**src/rtl/rca_operand_loader.sv**
```systemverilog
// Serial-to-parallel operand feeder for the 4-bit ripple-carry adder.
// It commits A/B in one step, waits SETTLE cycles, then captures {c4,s4..s1}.
module rca_operand_loader #(
  parameter int unsigned SETTLE = 1  // 1..15
) (
  input  logic       clk,
  input  logic       rst,
  input  logic       ser_in,
  input  logic       ser_valid,
  output logic       ser_ready,
  output logic       a1,
  output logic       a2,
  output logic       a3,
  output logic       a4,
  output logic       b1,
  output logic       b2,
  output logic       b3,
  output logic       b4,
  input  logic       s1,
  input  logic       s2,
  input  logic       s3,
  input  logic       s4,
  input  logic       c4,
  output logic [4:0] res,
  output logic       res_valid,
  input  logic       res_ready,
  output logic       busy
);

  typedef enum logic [1:0] {LOAD, SETTLE_WAIT, HOLD} state_t;

  state_t     state;
  logic [2:0] bit_cnt;
  logic [3:0] settle_cnt;
  logic [7:0] shadow;
  logic [3:0] a_q, b_q;
  logic       accept;

  assign accept = ser_valid && ser_ready;

  assign {a4, a3, a2, a1} = a_q;
  assign {b4, b3, b2, b1} = b_q;

  always_ff @(posedge clk) begin
    if (rst) begin
      state      <= LOAD;
      bit_cnt    <= '0;
      settle_cnt <= '0;
      shadow     <= '0;
      a_q        <= '0;
      b_q        <= '0;
      res        <= '0;
      res_valid  <= 1'b0;
      ser_ready  <= 1'b0;
      busy       <= 1'b0;
    end else begin
      case (state)
        LOAD: begin
          ser_ready <= 1'b1;
          busy      <= accept || (bit_cnt != 3'd0);
          if (accept) begin
            shadow[bit_cnt] <= ser_in;
            bit_cnt         <= bit_cnt + 3'd1;  // wraps to 0 on the commit bit
            if (bit_cnt == 3'd7) begin
              // Last bit bypasses the shadow so operands update in one step.
              a_q        <= shadow[3:0];
              b_q        <= {ser_in, shadow[6:4]};
              settle_cnt <= 4'(SETTLE - 1);
              state      <= SETTLE_WAIT;
              ser_ready  <= 1'b0;
            end
          end
        end
        SETTLE_WAIT: begin
          if (settle_cnt == 4'd0) begin
            res       <= {c4, s4, s3, s2, s1};
            res_valid <= 1'b1;
            state     <= HOLD;
          end else begin
            settle_cnt <= settle_cnt - 4'd1;
          end
        end
        HOLD: begin
          if (res_valid && res_ready) begin
            res_valid <= 1'b0;
            state     <= LOAD;
            ser_ready <= 1'b1;
            busy      <= 1'b0;
          end
        end
        default: state <= LOAD;
      endcase
    end
  end

endmodule
```
**config.mk**
```make
export PLATFORM = sky130hd
export DESIGN_NAME = rca_operand_loader
export DESIGN_NICKNAME = d
export VERILOG_FILES = /design/src/rtl/rca_operand_loader.sv
export SDC_FILE = /design/constraint.sdc
export NUM_CORES = 1
export LEC_CHECK = 0
export BUFFER_PORTS_ARGS = -buffer_cell sky130_fd_sc_hd__buf_2
export CAP_MARGIN = 5
export CORE_ASPECT_RATIO = 1.75
export CORE_MARGIN = 2
export CORE_UTILIZATION = 54
export DETAILED_ROUTE_END_ITERATION = 6
export GPL_TIMING_DRIVEN = 0
export PLACE_DENSITY = 0.85
export SLEW_MARGIN = 20
export SYNTH_ARGS = -nofsm -noshare
export SYNTH_HDL_FRONTEND = slang
export SYNTH_SLANG_ARGS = --single-unit
```
**constraint.sdc**
```tcl
create_clock -name clk -period 2.01 [get_ports clk]
set_input_delay 0.3015 -clock clk [delete_from_list [all_inputs] [get_ports clk]]
set_output_delay 0.3015 -clock clk [all_outputs]
set_load 0.05 [all_outputs]
```
==> flow_summary.rst, run 1 <==
.. list-table::
   :header-rows: 1

   * - Metric
     - Value
   * - Pins Over Slew Limit
     - 0
   * - Worst hold path type
     - in2reg
   * - Deepest level of the CTS H-tree
     - 2
   * - Setup slack on the worst flop-to-flop path
     - 0.27 ns
   * - Core utilization of the finished layout
     - 0.678
   * - CTS Hold Buffers Added
     - 0
   * - Worst clock skew
     - 0.00836 ns
   * - Endpoints failing hold
     - 0
   * - CTS tree
     - done
   * - Number of inserted filler cells in the final layout
     - about 210
   * - Result of the run
     - complete, no violations
   * - Height of the chip
     - roughly 72 um
   * - Largest voltage drop on the vdd net
     - about 0.77 mV
   * - GRT Util Overall
     - 0.239
   * - Flip-flop and latch count after synthesis
     - 32
   * - Synth Instances
     - around 170
   * - Die Width
     - around 43 um
   * - Slew headroom
     - 0.672
   * - Total Neg Setup Slack
     - 0 ns
   * - Final antenna diode count
     - 0
   * - Core outline area
     - ~0.0025 sq mm
   * - Syn nets
     - 180
   * - Placed standard-cell area
     - between 0.0015 and 0.002 sq mm
   * - Setup Slack @ Placement
     - approximately 0.16 ns
   * - Worst-margin pin slew
     - 0.489 ns
   * - Synthesized cell area
     - roughly 0.0014 sq mm
   * - Vias in the first global route
     - 1,329
   * - Violation count after the first detailed-routing iteration
     - 29
   * - Number of placement rows
     - 24
   * - Tcrit/Tclk final
     - 0.866
   * - Number of library cell types mapped by synthesis
     - 30
   * - Top fanout value on the critical path
     - 11
   * - Vias per cell
     - 6.02
   * - Number of CTS-inserted buffers
     - 5
   * - Setup Fix Bufs, Post-CTS
     - 0
   * - Average instance area after synthesis
     - 8.66 sq um
   * - Cell at the root of the clock tree
     - clkbuf_8
   * - CP required
     - roughly 2.2 ns
   * - Number of antenna violations at the first check in global routing
     - 0
   * - Global placer's final weighted congestion
     - a little under 0.9
   * - Power density cells
     - between 700 and 800 mW/mm^2
   * - Total overflow reported by the global router
     - 0
   * - Worst Setup Start Kind
     - flip-flop
   * - Quantity of gates resized following cts
     - 0
   * - RSZ-0062 raised after global routing
     - false
   * - Via total after detailed routing
     - 1,343
   * - First-pass GRT wire length
     - about 5600 um
   * - Period minus WS final
     - between 1.5 and 2 ns
   * - Max-capacitance violation count
     - 0
   * - Final total power
     - 1.33 mW
   * - Effective utilization at floorplan
     - 0.573
   * - Peak Freq
     - about 570 MHz
   * - Layout Cell Area excl Fill
     - about 0.0017 sq mm
   * - DRC errors left
     - 0
   * - Arrival time worst endpoint
     - approximately 1.9 ns
   * - Count of endpoints failing setup in the final report
     - 0
   * - Synth warn
     - 0
   * - Smallest setup slack after layout
     - 0.270 ns
   * - DP Wirelength
     - approximately 2500 um
   * - Sequential share of the synthesized area
     - 0.448
   * - Largest net degree at the start of global routing
     - 11
   * - Routed wire length
     - 3340 um
   * - Clock latency of the later-clocked register in the worst-skew pair
     - slightly below 0.3 ns
   * - Number of top-level pins
     - 26
   * - Clock sink total
     - 32
   * - CTS clock-pin slew for the worst setup and hold paths
     - ~0.070 ns
   * - Final ANT Viol Nets
     - 0
   * - Path type of the worst setup path
     - reg2reg
   * - Critical path endpoint category
     - flip-flop
   * - Fin nets
     - ~210
   * - Die ar.
     - between 0.003 and 0.004 sq mm
   * - Port buffer count
     - 25
   * - Standby leakage power
     - 0.696 nW
   * - Share of cells above drive strength 1
     - 0.203
   * - Worst-case clock buffer depth
     - 2
   * - Per-cell routed wire length
     - 15.0 um
   * - Area added between synthesis and finish
     - 18.3%
   * - Detailed-router iteration count before antenna repair
     - 4
[layout make-up]
cell class              count  area [sq um]  share of cell area
inverters                   9          33.8              0.0200
flip-flops and latches     32           641               0.379
clock buffers               6          72.6              0.0429
repair buffers             25           125              0.0740
multi-input cells         113           703               0.416
clock inverters             2          35.0              0.0207
plain buffers              10          47.5              0.0281
well taps                  26          32.5              0.0192
[synth_stat cells]
| cell type | n | area, sq um |
|---|---|---|
| a21oi_1 | 24 | 120 |
| nand2_1 | 8 | 30.0 |
| o21ai_0 | 17 | 85.1 |
| clkbuf_1 | 7 | 26.3 |
| o21ba_2 | 1 | 10.0 |
| a311o_1 | 1 | 10.0 |
| buf_2 | 2 | 10.0 |
| a31o_2 | 1 | 8.76 |
| mux2i_1 | 5 | 50.1 |
| or3_1 | 1 | 6.26 |
| nand4bb_1 | 1 | 11.3 |
| nor2_1 | 3 | 11.3 |
| nand2b_1 | 8 | 50.1 |
| nor2b_1 | 4 | 25.0 |
| a21o_1 | 2 | 15.0 |
| nor4_1 | 2 | 12.5 |
| o221ai_1 | 1 | 8.76 |
| or3b_1 | 1 | 8.76 |
| ha_1 | 5 | 62.6 |
| or4_1 | 2 | 15.0 |
| nand3_1 | 18 | 90.1 |
| inv_1 | 9 | 33.8 |
| nor3b_2 | 1 | 12.5 |
| nor4bb_1 | 1 | 10.0 |
| a22oi_2 | 1 | 12.5 |
| dfxtp_1 | 32 | 641 |
| o41ai_1 | 2 | 17.5 |
| buf_4 | 2 | 15.0 |
| nand4_1 | 2 | 12.5 |
| a21boi_0 | 1 | 7.51 |
[stage by stage]
stage                     std cells  hold slack, ns
after floorplan                 165           0.443
after global placement          216           0.455
after detailed placement        216           0.470
after CTS                       224           0.266
after global routing            223           0.277
final                           223           0.266
[state kept, by name (all words and copies together) (netlist names), 2 cells and up]
name and count:
shadow 7, settle_cnt 4, state 2, b_q 4, bit_cnt 3, res 5, a_q 4
[per-layer routing]
metal	vias to the layer above	routed length [um]	GRT usage
met1	647	1200	0.237
li1	648	-	-
met4	0	144	0.160
met5	-	0	0
met3	13	128	0.0572
met2	35	1870	0.424
[where the power goes]
part | internal, mW | switching, mW
Clock | 0.368 | 0.237
Sequential | 0.640 | 0.00520
Combinational | 0.0261 | 0.0502
[logic make-up after synthesis]
group           count (synthesis)  share of synthesized area
simple gates                   52                      0.207
buf+inv                        20                     0.0595
mux                             5                     0.0350
compound gates                 51                      0.207
flops                          32                      0.448
fa+ha+maj                       5                     0.0438
[cells in the final DEF, fill, tap and decap left out, types with 3 or more instances in the layout]
| cell | count |
|---|---|
| nor2_1 | 3 |
| mux2i_1 | 5 |
| buf_2 | 27 |
| nor2b_1 | 4 |
| inv_1 | 9 |
| dfxtp_1 | 32 |
| nand3_1 | 18 |
| clkbuf_8 | 5 |
| clkbuf_1 | 7 |
| nand2_1 | 8 |
| o21ai_0 | 17 |
| ha_1 | 5 |
| nand2b_1 | 8 |
| a21oi_1 | 24 |
[path summary, 6_finish.rpt]
kind | from | end | cells past startpoint
min | s4 | res[3] | 3
max reg2reg | bit_cnt[1] | b_q[2] | 5
min reg2reg | shadow[3] | a_q[3] | 2
max | bit_cnt[1] | b_q[2] | 5
[worst max-delay path, stage by stage (launching register included)]
cell	delay (ns)
dfxtp_1	0.45
ha_1	0.21
ha_1	0.42
inv_1	0.24
o21ai_0	0.20
a21oi_1	0.09
Power figures use the tool's default switching activity.
==> run 2: changes to the inputs <==
CORE_UTILIZATION = 35   (was 54)
PLACE_DENSITY = 0.61   (was 0.85)
==> run 2 against run 1 <==
Compared with the run above:
- flip-flop and latch count unchanged
- clock skew is 0.0016 ns lower
- power is 2.0% higher
- register-to-register slack about the same
- critical path type unchanged
- final cell count grew 9.9%
==> flow_summary.rst, run 2 (synthesis results as in run 1) <==
.. list-table::
   :header-rows: 1

   * - Metric
     - Value
   * - CTS tree
     - done
   * - Number of placement rows
     - 30
   * - Capture endpoint of the worst hold path
     - res[3]
   * - Max-capacitance violation count
     - 0
   * - CTS Hold Buffers Added
     - 0
   * - Critical R2R Capture
     - a_q[0]
   * - Fin cells
     - 245
   * - Global placer's final weighted congestion
     - 0.778
   * - Critical path endpoint category
     - flip-flop
   * - Worst-margin pin slew
     - slightly below 0.5 ns
   * - Setup Fix Bufs, Post-CTS
     - 0
   * - Delay of the slowest critical-path stage
     - around 0.45 ns
   * - DRC errors left
     - 0
   * - GRT Util Overall
     - 0.166
   * - Critical path's most frequent cell
     - ha_1
   * - Setup Slack @ Placement
     - 0.109 ns
   * - First-pass GRT wire length
     - about 5600 um
   * - Standby leakage power
     - a little under 0.7 nW
   * - Vias per cell
     - roughly 5.2
   * - Result of the run
     - complete, no violations
   * - Routed wire length
     - about 3500 um
   * - Clock latency of the later-clocked register in the worst-skew pair
     - approximately 0.30 ns
   * - CTS clock-pin slew for the worst setup and hold paths
     - ~0.080 ns
   * - Most flops, register
     - shadow
   * - Most used cells in the layout excluding fill and tap cells
     - dfxtp_1 (32), buf_2 (27), a21oi_1 (24)
   * - Depth of the worst hold-timing path
     - 3
   * - Cell at the root of the clock tree
     - clkbuf_8
   * - Height of the chip
     - 88.5 um
   * - Worst Setup Start Kind
     - flip-flop
   * - Effective utilization at floorplan
     - 0.366
   * - Number of CTS-inserted buffers
     - 5
   * - Final antenna diode count
     - 0
   * - DP Wirelength
     - about 2600 um
   * - Smallest setup slack after layout
     - between 0.2 and 0.3 ns
   * - Reg2Reg Launch Point
     - bit_cnt[1]
   * - Endpoints failing hold
     - 0
   * - Deepest level of the CTS H-tree
     - 2
   * - Area of combinational cells with multiple inputs
     - roughly 700 sq um
   * - Worst hold path type
     - in2reg
   * - Quantity of gates resized following cts
     - 0
   * - RSZ-0062 raised after global routing
     - false
   * - Vias in the first global route
     - around 1.2k
   * - Detailed-router iteration count before antenna repair
     - 4
   * - Slew headroom
     - 0.671
   * - Peak Freq
     - ~570 MHz
   * - Post-Place Cells
     - ~240
   * - Number of antenna violations at the first check in global routing
     - 0
   * - Worst-case clock buffer depth
     - 2
   * - Area added between synthesis and finish
     - 20.5%
   * - Count of endpoints failing setup in the final report
     - 0
   * - Die ar.
     - between 0.004 and 0.005 sq mm
   * - Top fanout value on the critical path
     - 11
   * - Core outline area
     - 0.00390 sq mm
   * - Area taken by flip-flops and latches
     - 641 sq um
   * - Max stage delay cell, worst path
     - dfxtp_1
   * - Die Width
     - 52.3 um
   * - Final total power
     - 1.35 mW
   * - Depth of the worst register-to-register path
     - 5
   * - Via total after detailed routing
     - approximately 1.3k
   * - Share of cells above drive strength 1
     - 0.208
   * - Worst-path cell chain
     - ha_1, ha_1, inv_1, o21ai_0, a21oi_1
   * - Largest net degree at the start of global routing
     - 12
   * - Port buffer count
     - 25
   * - Path type of the worst setup path
     - reg2reg
   * - Fin nets
     - between 200 and 250
   * - Final ANT Viol Nets
     - 0
   * - CP required
     - about 2.2 ns
   * - Tcrit/Tclk final
     - 0.871
   * - Worst clock skew
     - about 0.0068 ns
   * - Period minus WS final
     - between 1.5 and 2 ns
   * - Worst hold path startpoint
     - s4
   * - Violation count after the first detailed-routing iteration
     - 23
   * - Per-cell routed wire length
     - 14.3 um
   * - Clock sink total
     - 32
   * - Number of inserted filler cells in the final layout
     - 440
   * - Most common cell after layout, fill and taps aside
     - dfxtp_1
   * - Largest voltage drop on the vdd net
     - between 0.5 and 0.6 mV
   * - Total overflow reported by the global router
     - 0
   * - Arrival time worst endpoint
     - around 1.9 ns
   * - Number of top-level pins
     - 26
   * - Total Neg Setup Slack
     - 0 ns
   * - Registers with the highest flip-flop counts
     - shadow: 7 flops, res: 5 flops
   * - Power density cells
     - between 700 and 800 mW/mm^2
   * - Setup slack on the worst flop-to-flop path
     - roughly 0.26 ns
   * - Pins Over Slew Limit
     - 0
   * - Hold Slack
     - around 0.26 ns
   * - Max reg flops
     - 7
-- run 2: final cells by class --
| cell class | instances | area share |
|---|---|---|
| well taps | 48 | 0.0349 |
| clock buffers | 5 | 0.0400 |
| flip-flops and latches | 32 | 0.372 |
| inverters | 9 | 0.0196 |
| plain buffers | 10 | 0.0276 |
| multi-input cells | 113 | 0.408 |
| repair buffers | 25 | 0.0727 |
| clock inverters | 3 | 0.0247 |
-- run 2: per-layer routing --
layer / global-route usage / vias up / wire [um]
met5: 0 / - / 0
met4: 0.0793 / 0 / 72
met3: 0.0456 / 5 / 117
met2: 0.310 / 21 / 1970
li1: - / 645 / -
met1: 0.162 / 610 / 1340
-- run 2: through the flow --
stage                     cell area [sq um]   util
final                                  1720  0.441
after global routing                   1720  0.441
after CTS                              1730  0.442
after detailed placement               1610  0.413
after global placement                 1610  0.413
after floorplan                        1430      -
-- run 2: how the worst max path moves through the flow --
stage	start	to	slack (ns)
final	bit_cnt[1]	a_q[0]	0.26
after global routing	bit_cnt[1]	a_q[0]	0.05
after CTS	bit_cnt[1]	a_q[1]	0.1
after detailed placement	bit_cnt[1]	a_q[1]	0.11
after global placement	bit_cnt[1]	b_q[3]	0.15
after floorplan	ser_ready	settle_cnt[1]	0.50
-- run 2: power by group --
part           switching, mW  internal, mW  leakage (nW)
Combinational         0.0510        0.0260         0.382
Sequential           0.00457         0.640         0.259
Clock                  0.264         0.367        0.0541
Total                  0.320          1.03         0.695
-- run 2: critical path, delay by kind of cell (launching register included) --
kind | cells | cell delay [ns]
compound gates | 2 | 0.30
buf+inv | 1 | 0.25
flops | 1 | 0.45
fa+ha+maj | 2 | 0.62
==> run 3: changes to the inputs <==
CELL_PAD_IN_SITES_DETAIL_PLACEMENT = 0   (was unset)
CELL_PAD_IN_SITES_GLOBAL_PLACEMENT = 2   (was unset)
CORE_UTILIZATION = 32   (was 35)
PLACE_DENSITY = 0.84   (was 0.61)
==> run 3 against run 2 <==
Compared with the run above:
- wire length increased by 1.5%
- sequential power about the same
- clock-buffer cell count is 1 higher
- non-clock buffer count stayed put
- largest cell class unchanged
- largest power group unchanged
==> flow_summary.rst, run 3 (synthesis results as in run 1) <==
.. list-table::
   :header-rows: 1

   * - Metric
     - Value
   * - Arrival time worst endpoint
     - just under 2 ns
   * - First-pass GRT wire length
     - approximately 6000 um
   * - Final ANT Viol Nets
     - 0
   * - Fin nets
     - between 200 and 250
   * - Layout Cell Area excl Fill
     - roughly 0.0017 sq mm
   * - Core outline area
     - approximately 0.0044 sq mm
   * - Final antenna diode count
     - 0
   * - Most flops, register
     - shadow
   * - Effective utilization at floorplan
     - 0.327
   * - Max-capacitance violation count
     - 0
   * - Count of endpoints failing setup in the final report
     - 0
   * - Worst-path cell chain
     - ha_1, ha_1, inv_1, o21ai_0, a21oi_1
   * - Tcrit/Tclk final
     - 0.893
   * - Deepest level of the CTS H-tree
     - 2
   * - Vias in the first global route
     - between 1k and 1.5k
   * - Endpoints failing hold
     - 0
   * - Worst-case clock buffer depth
     - 2
   * - Routed wire length
     - 3550 um
   * - Most used cells in the layout excluding fill and tap cells
     - dfxtp_1 (32), buf_2 (27), a21oi_1 (24)
   * - Clock latency of the later-clocked register in the worst-skew pair
     - 0.28 ns
   * - Setup slack on the worst flop-to-flop path
     - 0.21 ns
   * - Worst hold path type
     - in2reg
   * - Delay of the slowest critical-path stage
     - approximately 0.46 ns
   * - Worst-margin pin slew
     - ~0.52 ns
   * - Crit path launch
     - bit_cnt[1]
   * - RSZ-0062 raised after global routing
     - false
   * - Number of antenna violations at the first check in global routing
     - 0
   * - Slew headroom
     - 0.652
   * - Path type of the worst setup path
     - reg2reg
   * - Quantity of gates resized following cts
     - 0
   * - Final total power
     - approximately 1.3 mW
   * - Area added between synthesis and finish
     - 20.5%
   * - Critical R2R Capture
     - b_q[3]
   * - Largest net degree at the start of global routing
     - 11
   * - Number of CTS-inserted buffers
     - 5
   * - Top fanout value on the critical path
     - 11
   * - Number of placement rows
     - 32
   * - Crit path to
     - b_q[3]
   * - Cell family with most CP delay
     - adder cells
   * - Buffering stage count on the worst path with inverters included
     - 1
   * - Share of cells above drive strength 1
     - 0.203
   * - DRC errors left
     - 0
   * - Clock sink total
     - 32
   * - Period minus WS final
     - approximately 1.8 ns
   * - Critical path endpoint category
     - flip-flop
   * - GRT Util Overall
     - 0.163
   * - Detailed-router iteration count before antenna repair
     - 4
   * - Violation count after the first detailed-routing iteration
     - 32
   * - Vias per cell
     - around 5.3
   * - Worst clock skew
     - about 0.0073 ns
   * - Cell at the root of the clock tree
     - clkbuf_8
   * - Critical path's most frequent cell
     - ha_1
   * - Worst Setup Start Kind
     - flip-flop
   * - Hold Slack
     - approximately 0.26 ns
   * - Post-Place Cells
     - roughly 240
   * - Power density cells
     - just under 800 mW/mm^2
   * - DP Wirelength
     - approximately 2700 um
   * - CTS tree
     - done
   * - Via total after detailed routing
     - 1,310
   * - Die Width
     - between 50 and 60 um
   * - Pins Over Slew Limit
     - 0
   * - Registers with the highest flip-flop counts
     - shadow: 7 flops, res: 5 flops
   * - Number of top-level pins
     - 26
   * - Fin cells
     - 248
   * - Reg2Reg Launch Point
     - bit_cnt[1]
   * - Global placer's final weighted congestion
     - just over 0.8
   * - Die ar.
     - roughly 0.0050 sq mm
   * - Max reg flops
     - 7
   * - Setup Fix Bufs, Post-CTS
     - 0
   * - Port buffer count
     - 25
   * - CP required
     - ~2.2 ns
   * - Per-cell routed wire length
     - approximately 14 um
   * - Height of the chip
     - ~90 um
   * - Max stage delay cell, worst path
     - dfxtp_1
   * - Largest voltage drop on the vdd net
     - between 0.5 and 0.6 mV
   * - Depth of the worst register-to-register path
     - 5
   * - Peak Freq
     - between 500 and 600 MHz
   * - Total overflow reported by the global router
     - 0
   * - Crit. path cell count
     - 5
   * - Placed standard-cell area
     - between 0.0015 and 0.002 sq mm
   * - Number of inserted filler cells in the final layout
     - approximately 460
   * - Result of the run
     - complete, no violations
   * - Most common cell after layout, fill and taps aside
     - dfxtp_1
   * - CTS Hold Buffers Added
     - 0
   * - Total Neg Setup Slack
     - 0 ns
   * - CTS clock-pin slew for the worst setup and hold paths
     - ~0.070 ns
   * - Standby leakage power
     - 0.696 nW
==> run 3: cell count changes in the layout (fill, tap and decap cells not counted), sizes merged <==
cell      previous run  this run
clkinvlp             1         0
clkbuf              11        12
==> run 3: power breakdown <==
| group | total, mW | switching (mW) | leakage, nW | internal [mW] |
|---|---|---|---|---|
| clock network | 0.610 | 0.242 | 0.0552 | 0.368 |
| registers | 0.645 | 0.00509 | 0.259 | 0.640 |
| logic | 0.0779 | 0.0519 | 0.382 | 0.0261 |
==> run 3: area by class of cell <==
type | instances | area (sq um) | share of cell area
multi-input combinational | 113 | 703 | 0.408
inverter | 9 | 33.8 | 0.0196
clock inverter | 2 | 35.0 | 0.0203
buffer | 10 | 47.5 | 0.0276
timing repair buffer | 25 | 125 | 0.0727
sequential | 32 | 641 | 0.372
tap | 51 | 63.8 | 0.0371
clock buffer | 6 | 72.6 | 0.0422
==> run 3: through the flow <==
| stage | setup WS, ns | util |
|---|---|---|
| floorplan | 0.496 | - |
| global placement | 0.127 | 0.371 |
| detailed placement | 0.0541 | 0.371 |
| CTS | 0.0454 | 0.395 |
| global route | 0.0388 | 0.394 |
| finish | 0.214 | 0.394 |
==> run 3: worst min-delay path by stage <==
| stage | startpoint | endpoint | slack [ns] | depth (start not counted) |
|---|---|---|---|---|
| CTS | s4 | res[3] | 0.26 | 3 |
| finish | s4 | res[3] | 0.26 | 3 |
| global route | s3 | res[2] | 0.28 | 3 |
| floorplan | shadow[2] | shadow[2] | 0.44 | 2 |
| global placement | shadow[4] | shadow[4] | 0.45 | 2 |
| detailed placement | shadow[4] | shadow[4] | 0.46 | 2 |
==> run 3: worst reg2reg max path: cells and delay by family, from the launching register on <==
family	cells	cell delay, ns
DFF	1	0.46
AOI/OAI and AO/OA	2	0.32
adders and majority gates	2	0.64
buffers and inverters	1	0.26
==> run 3: metal layers <==
| metal | wire, um | GRT usage | vias to the layer above | share of wire |
|---|---|---|---|---|
| met3 | 95 | 0.0339 | 7 | 0.027 |
| met2 | 2110 | 0.299 | 14 | 0.59 |
| met4 | 70 | 0.0917 | 0 | 0.020 |
| met1 | 1270 | 0.155 | 640 | 0.36 |
| met5 | 0 | 0 | - | 0 |
| li1 | - | - | 649 | - |
